==> config.mk <==
export PLATFORM = sky130hd
export DESIGN_NAME = pipelined_datapath
export DESIGN_NICKNAME = d
export VERILOG_FILES = /design/src/rtl/datapath_pkg.sv /design/src/rtl/dp_regfile.sv /design/src/rtl/pipelined_datapath.sv
export SDC_FILE = /design/constraint.sdc
export NUM_CORES = 2
export LEC_CHECK = 0
export ABC_AREA = 0
export CELL_PAD_IN_SITES_DETAIL_PLACEMENT = 1
export CELL_PAD_IN_SITES_GLOBAL_PLACEMENT = 1
export CORE_MARGIN = 3
export CORE_UTILIZATION = 45
export DETAILED_ROUTE_END_ITERATION = 7
export MAX_ROUTING_LAYER = met4
export PLACE_DENSITY_LB_ADDON = 0.1
export SLEW_MARGIN = 20
export SYNTH_ARGS = -nofsm -noshare
export SYNTH_HDL_FRONTEND = slang
export SYNTH_SLANG_ARGS = --single-unit
==> constraint.sdc <==
create_clock -name clk -period 5.9 [get_ports clk]
set_input_delay 1.18 -clock clk [delete_from_list [all_inputs] [get_ports clk]]
set_output_delay 1.18 -clock clk [all_outputs]
set_load 0.005 [all_outputs]
==> src/rtl/datapath_pkg.sv <==
// rtl/datapath_pkg.sv - shared constants and EX-stage record for pipelined_datapath
package datapath_pkg;
    localparam int OP_A    = 0;
    localparam int OP_B    = 1;
    localparam int OP_C    = 2;
    localparam int OP_D    = 3;
    localparam int NUM_OPS = 4;

    localparam int WR_Y1 = 0;
    localparam int WR_Y2 = 1;

    // Destination fields are stored at a fixed width so the record is parameter-free
    localparam int MAX_AW = 8;
    typedef logic [MAX_AW-1:0] dest_t;

    typedef struct packed {
        logic       valid;
        dest_t      y1;
        dest_t      y2;
        logic [1:0] write;
    } ex_stage_t;
endpackage

==> src/rtl/dp_regfile.sv <==
// rtl/dp_regfile.sv - NREGS x WIDTH register file, 4 async reads, 2 writes (Y2 wins), r0 auto-increment
module dp_regfile
    import datapath_pkg::*;
#(
    parameter int               WIDTH    = 32,
    parameter int               NREGS    = 16,
    parameter int               AW       = 4,
    parameter logic [WIDTH-1:0] PC_STEP  = 1,
    parameter logic [WIDTH-1:0] RESET_PC = 0
) (
    input  logic                            clk,
    input  logic                            rst,
    input  logic [NUM_OPS-1:0][AW-1:0]      rd_addr,
    output logic [NUM_OPS-1:0][WIDTH-1:0]   rd_data,
    input  logic [1:0]                      we,
    input  dest_t                           wr_addr1,
    input  dest_t                           wr_addr2,
    input  logic [WIDTH-1:0]                wr_data1,
    input  logic [WIDTH-1:0]                wr_data2,
    input  logic                            pc_inc,
    output logic [WIDTH-1:0]                pc
);
    logic [WIDTH-1:0] mem [NREGS];

    always_comb begin
        for (int k = 0; k < NUM_OPS; k++) begin
            rd_data[k] = mem[rd_addr[k]];
        end
    end

    // A retiring write to r0 takes precedence over the increment on the same edge
    always_ff @(posedge clk) begin
        for (int i = 0; i < NREGS; i++) begin
            if (rst) begin
                mem[i] <= (i == 0) ? RESET_PC : '0;
            end else if (we[WR_Y2] && wr_addr2 == dest_t'(i)) begin
                mem[i] <= wr_data2;
            end else if (we[WR_Y1] && wr_addr1 == dest_t'(i)) begin
                mem[i] <= wr_data1;
            end else if (i == 0 && pc_inc) begin
                mem[i] <= mem[i] + PC_STEP;
            end
        end
    end

    assign pc = mem[0];
endmodule

==> src/rtl/pipelined_datapath.sv <==
// rtl/pipelined_datapath.sv - two-stage issue/EX datapath; DATAPATH_BYPASS_EN selects forwarding over hazard stall
module pipelined_datapath
    import datapath_pkg::*;
#(
    parameter int               WIDTH    = 32,
    parameter int               NREGS    = 16,
    parameter logic [WIDTH-1:0] PC_STEP  = 1,
    parameter logic [WIDTH-1:0] RESET_PC = 0,
    localparam int              AW       = $clog2(NREGS)
) (
    input  logic             clk,
    input  logic             rst,
    input  logic             iss_valid,
    output logic             iss_ready,
    input  logic [AW-1:0]    iss_a,
    input  logic [AW-1:0]    iss_b,
    input  logic [AW-1:0]    iss_c,
    input  logic [AW-1:0]    iss_d,
    input  logic             iss_const_c,
    input  logic [WIDTH-1:0] iss_constant,
    input  logic             iss_pc_inc,
    input  logic [AW-1:0]    iss_y1,
    input  logic [AW-1:0]    iss_y2,
    input  logic [1:0]       iss_write,
    output logic             ex_valid,
    output logic [WIDTH-1:0] ex_op_a,
    output logic [WIDTH-1:0] ex_op_b,
    output logic [WIDTH-1:0] ex_op_c,
    output logic [WIDTH-1:0] ex_op_d,
    input  logic [WIDTH-1:0] alu_y1,
    input  logic [WIDTH-1:0] alu_y2,
    input  logic             alu_busy,
    output logic [WIDTH-1:0] program_counter
);
    ex_stage_t                          ex;
    logic [NUM_OPS-1:0][WIDTH-1:0]      ex_ops;
    logic [NUM_OPS-1:0][AW-1:0]         op_addr;
    logic [NUM_OPS-1:0][WIDTH-1:0]      rf_data;
    logic [NUM_OPS-1:0][WIDTH-1:0]      op_val;
    logic                               accept;
    logic                               retire;
    logic                               hazard_stall;

    assign op_addr   = {iss_d, iss_c, iss_b, iss_a};
    assign retire    = ex.valid && !alu_busy;
    assign iss_ready = !(ex.valid && alu_busy) && !hazard_stall;
    assign accept    = iss_valid && iss_ready;

`ifdef DATAPATH_BYPASS_EN
    assign hazard_stall = 1'b0;
`else
    // Stall while any real register read targets a destination still in EX
    always_comb begin
        hazard_stall = 1'b0;
        for (int k = 0; k < NUM_OPS; k++) begin
            if (ex.valid
                && !(k == OP_C && iss_const_c)
                && !(op_addr[k] == '0 && iss_pc_inc)
                && ((ex.write[WR_Y1] && ex.y1 == dest_t'(op_addr[k]))
                 || (ex.write[WR_Y2] && ex.y2 == dest_t'(op_addr[k])))) begin
                hazard_stall = 1'b1;
            end
        end
    end
`endif

    always_comb begin
        for (int k = 0; k < NUM_OPS; k++) begin
            if (k == OP_C && iss_const_c) begin
                op_val[k] = iss_constant;
            end else if (op_addr[k] == '0 && iss_pc_inc) begin
                op_val[k] = '0;
`ifdef DATAPATH_BYPASS_EN
            end else if (retire && ex.write[WR_Y2] && ex.y2 == dest_t'(op_addr[k])) begin
                op_val[k] = alu_y2;
            end else if (retire && ex.write[WR_Y1] && ex.y1 == dest_t'(op_addr[k])) begin
                op_val[k] = alu_y1;
`endif
            end else begin
                op_val[k] = rf_data[k];
            end
        end
    end

    always_ff @(posedge clk) begin
        if (rst) begin
            ex     <= '0;
            ex_ops <= '0;
        end else if (accept) begin
            ex     <= '{valid: 1'b1, y1: dest_t'(iss_y1), y2: dest_t'(iss_y2), write: iss_write};
            ex_ops <= op_val;
        end else if (retire) begin
            ex.valid <= 1'b0;
        end
    end

    dp_regfile #(
        .WIDTH    (WIDTH),
        .NREGS    (NREGS),
        .AW       (AW),
        .PC_STEP  (PC_STEP),
        .RESET_PC (RESET_PC)
    ) u_regfile (
        .clk      (clk),
        .rst      (rst),
        .rd_addr  (op_addr),
        .rd_data  (rf_data),
        .we       (retire ? ex.write : 2'b00),
        .wr_addr1 (ex.y1),
        .wr_addr2 (ex.y2),
        .wr_data1 (alu_y1),
        .wr_data2 (alu_y2),
        .pc_inc   (accept && iss_pc_inc),
        .pc       (program_counter)
    );

    assign ex_valid = ex.valid;
    assign ex_op_a  = ex_ops[OP_A];
    assign ex_op_b  = ex_ops[OP_B];
    assign ex_op_c  = ex_ops[OP_C];
    assign ex_op_d  = ex_ops[OP_D];
endmodule

==> run_results.csv <==
group,metric,value,unit
outcome,status,"finished clean",
floorplan,die_w,320.0,um
logic_synthesis,synth_mux_area_share,30.67,%
finish,fin_nets,3492,
logic_synthesis,synth_cell_type_count,43,
setup_path,required,4720,ps
detailed_routing,routed_wl,206.0,mm
clock_network,cts.sinks,651,
setup_path,worst-setup-path-type,"primary input to primary output",
logic_synthesis,syn_area_per_cell,13.05,um2
detailed_routing,vias,37306,
finish,post-route-util,52.25,%
placed_design,dp_slack,1321,ps
clock_network,clock_latency,660,ps
sta,final_max_slew_viol_count,0,
floorplan,rows,114,
logic_synthesis,async_flop_share,0,%
logic_synthesis,yosys.area_share.adder,0.02821,%
setup_path,critPathArrivalTime,3420,ps
logic_synthesis,synth_ff_type,"edfxtp_1",
floorplan,core-area,97280,um2
global_route,antenna_found_initial,23,
finish,fin_cells,4720,
clock_network,cts_hold_buf,0,
finish,drive_gt1_share,24.69,%
detailed_routing,routedWlPerCell,43.65,um
sta,worstMarginPinSlew,1205,ps
global_route,grt_max_degree,96,
clock_network,postCtsResizedCells,0,
detailed_routing,drc,0,
logic_synthesis,synth_top_family_by_area,"multiplexers",
logic_synthesis,ys_seq_area_share,40.93,%
logic_synthesis,synth-compound-area-share,16.17,%
clock_network,clockRootBuffer,"clkbuf_16",
clock_network,cts_made_buffers,77,
logic_synthesis,synth_edf_count,512,
global_route,track_usage,40.85,%
sta,post-route-period-util,78.02,%
sta,final-hold-violation-count,0,
sta,fmax,217.2,MHz
logic_synthesis,synth-xor-area-share,1.224,%
power_and_ir_drop,cellLeakagePower,16.98,nW
finish,multi_input_area,24550,um2
sta,setup_tns,0,ps
sta,relSlewSlack,19.48,%
finish,finalInstanceArea,50830,um2
clock_network,cts_tree,"built",
detailed_routing,route.met2.wl,89.56,mm
finish,mostFrequentLayoutCell,"mux4_2",
finish,fillerInstances,9513,
clock_network,postCtsSetupRepairBufs,0,
power_and_ir_drop,vdd_ir_drop_max,0.0002084,V
finish,syn_to_final_growth,14.59,%
detailed_routing,drt_iter0_markers,6436,
detailed_routing,wl_met3,31.31,mm
sta,min_period,4603,ps
global_route,grt_pass1_wl,288.1,mm
run,drv_cap,0,
clock_network,htreeDepth,3,
floorplan,die_h,320.0,um
setup_path,cp-end-kind,"primary output",
setup_path,startpoint_type,"primary input",
placed_design,dpl_cell_area,48150,um2
detailed_routing,via_per_inst,7.904,
finish,regArea,18160,um2
sta,fin_skew,18.60,ps
detailed_routing,top_layer,"met4",
finish,final_cell_mix,"mux4_2 (544), edfxtp_1 (512), a22o_1 (448)",
power_and_ir_drop,p_per_area,249.5,nW/um2
sta,setup_slack,1297,ps
logic_synthesis,yosys_warnings,0,
floorplan,die-area,102400,um2
sta,finalSetupViolCount,0,
detailed_routing,wl_met1,74.47,mm
logic_synthesis,syn_inst,3398,
clock_network,path_clk_slew,60,ps
logic_synthesis,synthSimpleGateAreaFrac,6.251,%
logic_synthesis,yosysTopAreaCell,"edfxtp_1",
detailed_routing,drtAntennaViolNets,0,
sta,rsz0062_at_grt,"no",
logic_synthesis,synth_seq_cells,651,
logic_synthesis,synth.top_cell.area_share,34.66,%
logic_synthesis,syn_nets,3527,
detailed_routing,firstDrtPassIters,5,
global_route,grt-ovfl-total,0,
global_route,grt_pass1_vias,37088,
placed_design,hpwl,125.6,mm
clock_network,clockBufferDepth,3,
setup_path,path_max_fanout,55,
floorplan,start_util,45.60,%
logic_synthesis,syn_area,44360,um2
floorplan,boundaryPins,290,
placed_design,globalplace.congestion,0.9359,
logic_synthesis,netlist_top_cells_area,"edfxtp_1 (35%), mux4_2 (28%), a22o_1 (8.8%), dfxtp_1 (6.3%), mux2i_1 (3.0%)",
hold_path,holdCritPathClass,"flop to flop",
placed_design,portBuffers,289,
placed_design,placed_cells,4560,
[cell type report]
cell class                 instances  share of cell area [%]
clock buffer                     115                   4.455
tap                             1276                   3.141
timing repair buffer             398                   7.574
antenna                           18                 0.08861
multi-input combinational       2232                   48.29
clock inverter                    27                  0.7089
sequential                       651                   35.72
inverter                           3                 0.02215
[kinds of logic (layout without fill, tap and decap cells)]
logic type	Yosys count	count (layout)
fa+ha+maj	1	1
xor+xnor	62	62
simple gates	517	517
other cells	0	18
buf+inv	515	543
flops	651	651
mux	679	679
compound gates	973	973
[state kept, by name, indices dropped and copies added, names as in the netlist]
signal and count:
ex 10, ex_op_a 32, ex_op_b 32, ex_op_c 32
ex_op_d 32, ex_valid 1, u_regfile.mem 512
[path summary, 6_finish.rpt]
kind / from / end / slack [ps] / depth (start not counted)
worst max-delay path: iss_d[0] / iss_ready / 1300 / 6
worst min-delay path: ex_op_d[4]$_SDFFE_PP0P_ / ex_op_d[4]$_SDFFE_PP0P_ / 470 / 2
worst max register to register: ex_valid$_SDFFE_PP0P_ / u_regfile.mem[0][25]$_DFFE_PP_ / 2300 / 8
worst min register to register: ex_op_d[4]$_SDFFE_PP0P_ / ex_op_d[4]$_SDFFE_PP0P_ / 470 / 2
[power by group]
group	switching (mW)	internal, mW
clock network	2.05	3.01
registers	0.257	5.15
logic	1.23	0.972
[worst max-delay path: stages]
cell	delay (ps)
clkbuf_8	400
or4b_1	650
o221ai_2	210
nand3_2	170
nor2_1	250
clkdlybuf4s50_1	550
[per-stage QoR]
stage	total power [mW]	hold WS (ps)
after floorplan	6.688	465.5
after global placement	7.570	460.4
final	12.68	471.6
after CTS	12.63	476.6
after detailed placement	7.637	466.0
after global routing	12.99	499.7
[Yosys cell counts, types with 11 or more instances]
library cell	n
mux4_2	544
edfxtp_1	512
a22o_1	448
clkbuf_1	353
a211oi_1	169
a21oi_1	141
dfxtp_1	139
mux2i_1	135
nand3_1	126
o21ai_0	110
nor2b_1	105
buf_2	102
nand2_1	93
nand2b_1	70
buf_1	48
xor2_1	47
or3_1	37
nor2_1	33
a22oi_1	32
o22ai_1	32
o21ai_1	25
xnor2_1	15
and3_1	11
nor3_1	11
[layer usage]
layer	track usage, %	vias up
li1	-	13980
met2	58.56	3384
met5	-	-
met4	18.71	0
met1	51.65	19240
met3	15.19	702
Note: power is estimated with default switching activity, not from simulation.
